$ cat config.mk
export PLATFORM = sky130hd
export DESIGN_NAME = lvds_tx_packer
export DESIGN_NICKNAME = d
export VERILOG_FILES = /design/src/rtl/lvds_tx_packer.sv
export SDC_FILE = /design/constraint.sdc
export NUM_CORES = 1
export LEC_CHECK = 0
export ABC_CLOCK_PERIOD_IN_PS = 2420
export BUFFER_PORTS_ARGS = -buffer_cell sky130_fd_sc_hd__buf_2
export CAP_MARGIN = 10
export CORE_ASPECT_RATIO = 2
export CORE_MARGIN = 8
export CORE_UTILIZATION = 35
export DETAILED_ROUTE_END_ITERATION = 16
export GPL_ROUTABILITY_DRIVEN = 0
export PLACE_DENSITY = 0.57
export SETUP_SLACK_MARGIN = 0.5
export SYNTH_ARGS = -nofsm -noshare
export SYNTH_HDL_FRONTEND = slang
export SYNTH_SLANG_ARGS = --single-unit
$ cat constraint.sdc
create_clock -name pclk -period 2.42 [get_ports pclk]
set_clock_uncertainty 0.2 [all_clocks]
set_input_delay 0.726 -clock pclk [delete_from_list [all_inputs] [get_ports pclk]]
set_output_delay 0.726 -clock pclk [all_outputs]
set_load 0.03 [all_outputs]
$ cat src/rtl/lvds_tx_packer.sv
// rtl/lvds_tx_packer.sv - RGB888 to 7:1 LVDS word packer with internal video timing generator
// Counters and FSM advance every pclk; dout is registered one cycle behind the counter position it describes.
module lvds_tx_packer #(
  parameter int H_ACTIVE = 800,
  parameter int H_FP     = 40,
  parameter int H_SYNC   = 128,
  parameter int H_BP     = 88,
  parameter int V_ACTIVE = 480,
  parameter int V_FP     = 1,
  parameter int V_SYNC   = 3,
  parameter int V_BP     = 21,
  parameter bit HS_POL   = 1'b1,
  parameter bit VS_POL   = 1'b1
) (
  input  logic        pclk,
  input  logic        reset,
  input  logic        en,
  input  logic [23:0] pix_data,
  input  logic        pix_valid,
  output logic        pix_ready,
  input  logic        clr_underflow,
  output logic        underflow,
  output logic        sof,
  output logic        busy,
  output logic [48:0] dout
);

  localparam logic [11:0] H_ACT    = 12'(H_ACTIVE);
  localparam logic [11:0] HS_START = 12'(H_ACTIVE + H_FP);
  localparam logic [11:0] HS_END   = 12'(H_ACTIVE + H_FP + H_SYNC);
  localparam logic [11:0] H_LAST   = 12'(H_ACTIVE + H_FP + H_SYNC + H_BP - 1);
  localparam logic [11:0] V_ACT    = 12'(V_ACTIVE);
  localparam logic [11:0] VS_START = 12'(V_ACTIVE + V_FP);
  localparam logic [11:0] VS_END   = 12'(V_ACTIVE + V_FP + V_SYNC);
  localparam logic [11:0] V_LAST   = 12'(V_ACTIVE + V_FP + V_SYNC + V_BP - 1);

  typedef enum logic [1:0] {
    ST_IDLE  = 2'd0,
    ST_RUN   = 2'd1,
    ST_DRAIN = 2'd2
  } state_t;

  // Lane L slot k lands on bit k*7+L; each lane vector below is indexed by slot.
  function automatic logic [48:0] pack_word(input logic [23:0] px, input logic hs,
                                            input logic vs, input logic de);
    logic [6:0][6:0] lane;
    logic [7:0]      r;
    logic [7:0]      g;
    logic [7:0]      b;
    logic [48:0]     w;
    r = px[23:16];
    g = px[15:8];
    b = px[7:0];
    lane[0] = 7'b1100011;
    lane[1] = {g[0], r[5:0]};
    lane[2] = {b[1:0], g[5:1]};
    lane[3] = {de, vs, hs, b[5:2]};
    lane[4] = {1'b0, b[7:6], g[7:6], r[7:6]};
    lane[5] = 7'd0;
    lane[6] = 7'd0;
    w = '0;
    for (int k = 0; k < 7; k++) begin
      for (int l = 0; l < 7; l++) begin
        w[k*7+l] = lane[l][k];
      end
    end
    return w;
  endfunction

  localparam logic [48:0] IDLE_WORD = pack_word(24'd0, !HS_POL, !VS_POL, 1'b0);

  state_t      state_q, state_d;
  logic [11:0] h_q, h_d;
  logic [11:0] v_q, v_d;
  logic        underflow_q, underflow_d;
  logic        sof_q, sof_d;
  logic [48:0] dout_q, dout_d;

  logic        active;
  logic        at_end;
  logic        de;
  logic        hs;
  logic        vs;
  logic        starve;
  logic [23:0] px;
  logic [11:0] h_adv;
  logic [11:0] v_adv;

  always_comb begin
    active = (state_q != ST_IDLE);
    at_end = (h_q == H_LAST) && (v_q == V_LAST);
    de     = active && (h_q < H_ACT) && (v_q < V_ACT);
    hs     = (active && (h_q >= HS_START) && (h_q < HS_END)) ? HS_POL : !HS_POL;
    vs     = (active && (v_q >= VS_START) && (v_q < VS_END)) ? VS_POL : !VS_POL;
    starve = de && !pix_valid;
    // Starved active pixels go out as black so the link keeps its DE cadence.
    px     = (de && pix_valid) ? pix_data : 24'd0;
  end

  assign pix_ready = de;

  always_comb begin
    h_adv = h_q + 12'd1;
    v_adv = v_q;
    if (h_q == H_LAST) begin
      h_adv = 12'd0;
      v_adv = (v_q == V_LAST) ? 12'd0 : v_q + 12'd1;
    end
  end

  always_comb begin
    state_d = state_q;
    h_d     = h_adv;
    v_d     = v_adv;
    case (state_q)
      ST_IDLE: begin
        h_d = 12'd0;
        v_d = 12'd0;
        if (en) state_d = ST_RUN;
      end
      ST_RUN: begin
        if (!en) state_d = at_end ? ST_IDLE : ST_DRAIN;
      end
      ST_DRAIN: begin
        if (en)          state_d = ST_RUN;
        else if (at_end) state_d = ST_IDLE;
      end
      default: begin
        state_d = ST_IDLE;
        h_d     = 12'd0;
        v_d     = 12'd0;
      end
    endcase
  end

  always_comb begin
    dout_d      = pack_word(px, hs, vs, de);
    sof_d       = active && (h_q == 12'd0) && (v_q == 12'd0);
    // A new starvation outranks a simultaneous clear.
    underflow_d = starve || (underflow_q && !clr_underflow);
  end

  always_ff @(posedge pclk or posedge reset) begin
    if (reset) begin
      state_q     <= ST_IDLE;
      h_q         <= 12'd0;
      v_q         <= 12'd0;
      underflow_q <= 1'b0;
      sof_q       <= 1'b0;
      dout_q      <= IDLE_WORD;
    end else begin
      state_q     <= state_d;
      h_q         <= h_d;
      v_q         <= v_d;
      underflow_q <= underflow_d;
      sof_q       <= sof_d;
      dout_q      <= dout_d;
    end
  end

  assign underflow = underflow_q;
  assign sof       = sof_q;
  assign busy      = (state_q != ST_IDLE);
  assign dout      = dout_q;

endmodule

Yosys cells after proc, flatten, opt, wreduce, memory -nomap -nowiden
Cells that the tools add are included.
{"block": "classes", "n_eq_ne": 8, "n_reduce_logical": 21, "mux": 14, "addsub": 2, "n_lt_le_gt_ge": 6}
{"op": "$mux 12", "n": 5}
{"op": "$add 12x1->12 const B", "n": 2}
{"op": "$logic_not 12->1", "n": 2}
{"op": "$lt 12x10->1 const B", "n": 2}
{"op": "$lt 12x9->1 const B", "n": 2}
{"op": "$mux 24", "n": 1}
{"op": "$eq 12x11->1 const B", "n": 1}
{"op": "$eq 12x9->1 const B", "n": 1}
{"op": "$ge 12x10->1 const B", "n": 1}
{"op": "$ge 12x9->1 const B", "n": 1}
{"op": "$logic_and 1x1->1", "n": 12}
{"op": "$mux 2", "n": 5}
{"op": "$pmux 2 s3", "n": 1}
{"op": "$ne 2x2->1 const B", "n": 2}
{"op": "$ne 3x3->1 const B", "n": 1}
{"op": "$reduce_and 3->1", "n": 1}
{"op": "$eq 2x1->1 const B", "n": 1}
{"op": "$eq 2x2->1 const B", "n": 1}
{"op": "$logic_not 1->1", "n": 2}
{"op": "$logic_not 2->1", "n": 1}
{"op": "$mux 1", "n": 2}
{"op": "$ne 2x1->1 const B", "n": 1}
{"op": "$reduce_bool 2->1", "n": 1}
{"op": "$reduce_or 2->1", "n": 1}
{"op": "$logic_or 1x1->1", "n": 1}
{"block": "totals", "register_bits": 55, "elab_cells": 57, "input_bits": 29, "output_inout_bits": 53}

Depth between registers and ports, before layout
{"block": "depth", "word_depth": 5, "ltp_mapped": 8, "depth_no_buf": 6}

Least setup slack after synthesis
OpenSTA, ideal clock, no wires.
{"block": "synth_timing", "path_kind": "register to output", "from": "reg state_q[0]", "to": "out pix_ready", "stages_incl_launch_ff": 5, "arrival_time_ps": 1866, "path_buffers": 0, "t_required_ps": 1494, "path_slack_ps": -372, "path_cell_list": "dfrtp_1 -> inv_1 -> ha_1 -> or3_1 -> nor3_1"}
{"block": "synth_between", "elab_chain_cells": 3}
{"element": "start: declaration", "line_no": "72", "text": "state_t state_q, state_d;"}
{"element": "start signal: assignment", "line_no": "152", "text": "state_q <= state_d;"}
{"element": "$reduce_bool 2->1", "line_no": "90", "text": "active = (state_q != ST_IDLE);"}
{"element": "$logic_and 1x1->1 (2 in a row)", "line_no": "92", "text": "de = active && (h_q < H_ACT) && (v_q < V_ACT);"}
{"element": "end: declaration", "line_no": "20", "text": "output logic pix_ready,"}
No other way between the ends.

Final worst setup path
{"block": "layout_timing", "from": "reg state_q[1]", "to": "out pix_ready"}
Same word-level chain as after synthesis.

==> impl_metrics.tcl <==
set metrics [dict create \
    status "finished with violations" \
    violations "negative setup slack" \
    max_clock_freq_mhz 402 \
    yosysUniqueCellTypes 48 \
    worst-path-max-fanout 2 \
    worstPathRequired_ps 1490 \
    total_wire_length_um 7490 \
    post-place-ws_ps 78.3 \
    cts_root_buf "clkbuf_16" \
    crit_path_start "state_q[1]" \
    numCtsBuffers 5 \
    clock_sink_total 55 \
    initial_utilization_pct 35.6 \
    synth.area.top_cells "dfrtp_1 (50%), buf_4 (6.2%), and2_1 (5.9%)" \
    initialDrtViolationCount 108 \
    vias_in_the_first_global_route 2322 \
    cts.htree.levels 2 \
    wl_per_cell_um 15.7 \
    fillCellCount 719 \
    syn-cell-area_um2 2760 \
    average_via_count_per_standard_cell 4.86 \
    routed-via-count 2320 \
    timing.rr.end "dout[11]" \
    area_delta_synth_final_pct 44.6 \
    clkSlewWorstSetupHoldPaths_ps 70 \
    synthesis.instances 265 \
    yosysMostFrequentCell "dfrtp_1" \
    startpoint_to_endpoint_class_of_the_critical_path "reg -> out" \
    cpMaxStageDelayCell "dfrtp_1" \
    maxSlewViolCount 0 \
    reg2regPathDepth 12 \
    final.setup.tns_ps -161 \
    ys_seq_elements 55 \
    utilization_pct 51.4 \
    crit_family "simple AND/OR/NAND/NOR gates" \
    p_leak_nw 1.92 \
    ff2ff_setup_slack_ps -10 \
    arrival_ps 1560 \
    placement.io_buffers 59 \
    synth_edf_count 0 \
    synthArstFlopShare_pct 100 \
    drc 0 \
    detail-route-antenna-nets 0 \
    insertion_delay_ps 290 \
    ys.flop_type "dfrtp_1" \
    hold_violations 0 \
    synth.top_cell.area_share_pct 49.8 \
    setup_violations 13 \
    final_layout_size_suffix_gt1_share_pct 45.9 \
    cellPowerDensity_nw_per_um2 1020 \
    synth-seq-area-share_pct 49.8 \
    rsz0062_at_grt "yes" \
    global_route.overflow_total 0 \
    half_perimeter_wire_length_after_placement_um 4760 \
    worst_setup_path_start_kind "flip-flop" \
    r2r-start "state_q[1]" \
    worst_setup_margin_ps -65.8 \
    ir_drop_v 0.000801 \
    critPathMaxStageDelay_ps 360 \
    y_dimension_of_the_die_um 142 \
    holdBufCountCts 0 \
    synth-warning-count 0 \
    num_io_pins 82 \
    tritoncts "yes" \
    post-route-min-period_ps 2490 \
    clockBufferDepth 2 \
    grt_max_degree 56 \
    max_cap_violations 0 \
    final_nets 418 \
    path_cells "inv_2, ha_4, or3_4, nor3_4, buf_6" \
    avgSynthCellArea_um2 10.4 \
    period_share_pct 103 \
    number_of_antenna_violations_at_the_first_check_in_global_routing 0 \
    floorplan.rows 46 \
    globalRouteTotalUtil_pct 12.8 \
    placeable_core_area_um2 7770 \
    worst_hold_path_type "in -> async" \
    category_of_the_worst_setup_path_capture_point "primary output" \
    insertedDiodeCount 0 \
    die-area_um2 11200 \
    grt_first_pass_wirelength_um 11500 \
    synth_top_cells_by_count "dfrtp_1 (55), and2_1 (26), buf_4 (23)" \
    synth.largest_area_cell "dfrtp_1" \
    drt_first_pass_iters 4 \
    floorplan.die.width_um 78.8 \
    timing.critical_path.buf_inv 2 \
]
## per-layer routing
| layer | share of wire (%) | up-vias | wire length, um | GRT usage [%] |
|---|---|---|---|---|
| met5 | 0 | - | 0 | 0 |
| met4 | 1.6 | 0 | 119 | 4.52 |
| met3 | 5.3 | 7 | 395 | 3.55 |
| met2 | 53 | 63 | 3980 | 20.8 |
| met1 | 40 | 1141 | 3000 | 15.8 |
| li1 | - | 1109 | - | - |
## metrics by stage
stage	cells	area (um2)	power [mW]	hold slack (ps)
final	477	4000	4.07	297
after global routing	477	4000	4.28	336
after CTS	455	3680	3.78	295
after detailed placement	423	3170	2.41	270
after global placement	423	3170	2.38	274
after floorplan	285	2870	2.06	274
## repair_timing
item / CTS / global route
buffers inserted: 21 / 21
gates cloned: 3 / 1
resized for setup: 44 / 32
pin swaps: 14 / 20
setup endpoints to repair: 47 / 41
## final cells by class
| type | count | area, um2 | area share, % |
|---|---|---|---|
| clock buffers | 6 | 129 | 3.22 |
| clock inverters | 2 | 38.8 | 0.971 |
| inverters | 11 | 47.5 | 1.19 |
| multi-input cells | 191 | 1450 | 36.2 |
| flip-flops and latches | 55 | 1380 | 34.5 |
| well taps | 96 | 120 | 3.01 |
| repair buffers | 116 | 836 | 20.9 |
## worst max-delay path by stage
stage	end	slack, ps	cells past startpoint
after floorplan	pix_ready	130	4
after global placement	pix_ready	130	5
after detailed placement	pix_ready	80	5
after CTS	pix_ready	-70	5
after global routing	pix_ready	-160	5
final	pix_ready	-70	5
## report_power, final
| part | internal, mW | switching (mW) | leakage [nW] | total, mW |
|---|---|---|---|---|
| clock network | 0.493 | 0.334 | 0.0815 | 0.827 |
| registers | 1.05 | 0.0572 | 0.746 | 1.11 |
| logic | 1.02 | 1.12 | 1.09 | 2.13 |
| total | 2.56 | 1.51 | 1.92 | 4.07 |
## layout by cell type, fill, tap and decap left out, types with 2 or more instances in the layout
master,n
a21oi_1,4
a21oi_2,3
a41oi_4,2
and2_1,17
and2_4,9
buf_2,57
buf_4,38
buf_6,18
clkbuf_16,5
conb_1,22
dfrtp_1,52
dfrtp_2,3
ha_1,7
ha_4,2
inv_1,6
inv_2,3
nand2_1,19
nand2_4,2
nand2b_1,2
nand3_1,7
nand3_4,2
nand4_1,6
nor2_1,15
nor3_1,4
nor3_4,2
nor4_1,6
nor4b_4,2
o2111ai_2,2
o21ai_0,4
o21ai_1,3
o21ai_2,2
o31a_1,2
o31ai_1,2
or3_1,3
or3_4,2
or4_4,2
xnor2_1,9
xor2_1,3
## kinds of logic (layout without fill, tap and decap cells)
family / count (synthesis) / after routing / share of synthesized area (%)
flops: 55 / 55 / 49.8
compound gates: 31 / 32 / 8.19
xor+xnor: 12 / 12 / 3.80
buf+inv: 40 / 135 / 9.01
fa+ha+maj: 9 / 9 / 4.07
simple gates: 116 / 116 / 24.9
other cells: 2 / 22 / 0.272
## worst register-to-register path, stage by stage (launching register included)
cell	delay (ps)
dfrtp_1	360
inv_2	60
ha_4	150
or3_4	340
buf_4	150
buf_6	110
buf_6	100
buf_6	110
nor4b_4	260
buf_4	200
buf_6	100
buf_6	100
and2_4	130
## registers in the layout, summed over array words and instances, names as in the netlist
name	flops
dout	27
sof	1
underflow	1
state_q	2
v_q	12
h_q	12
(Power assumes the default switching activity.)
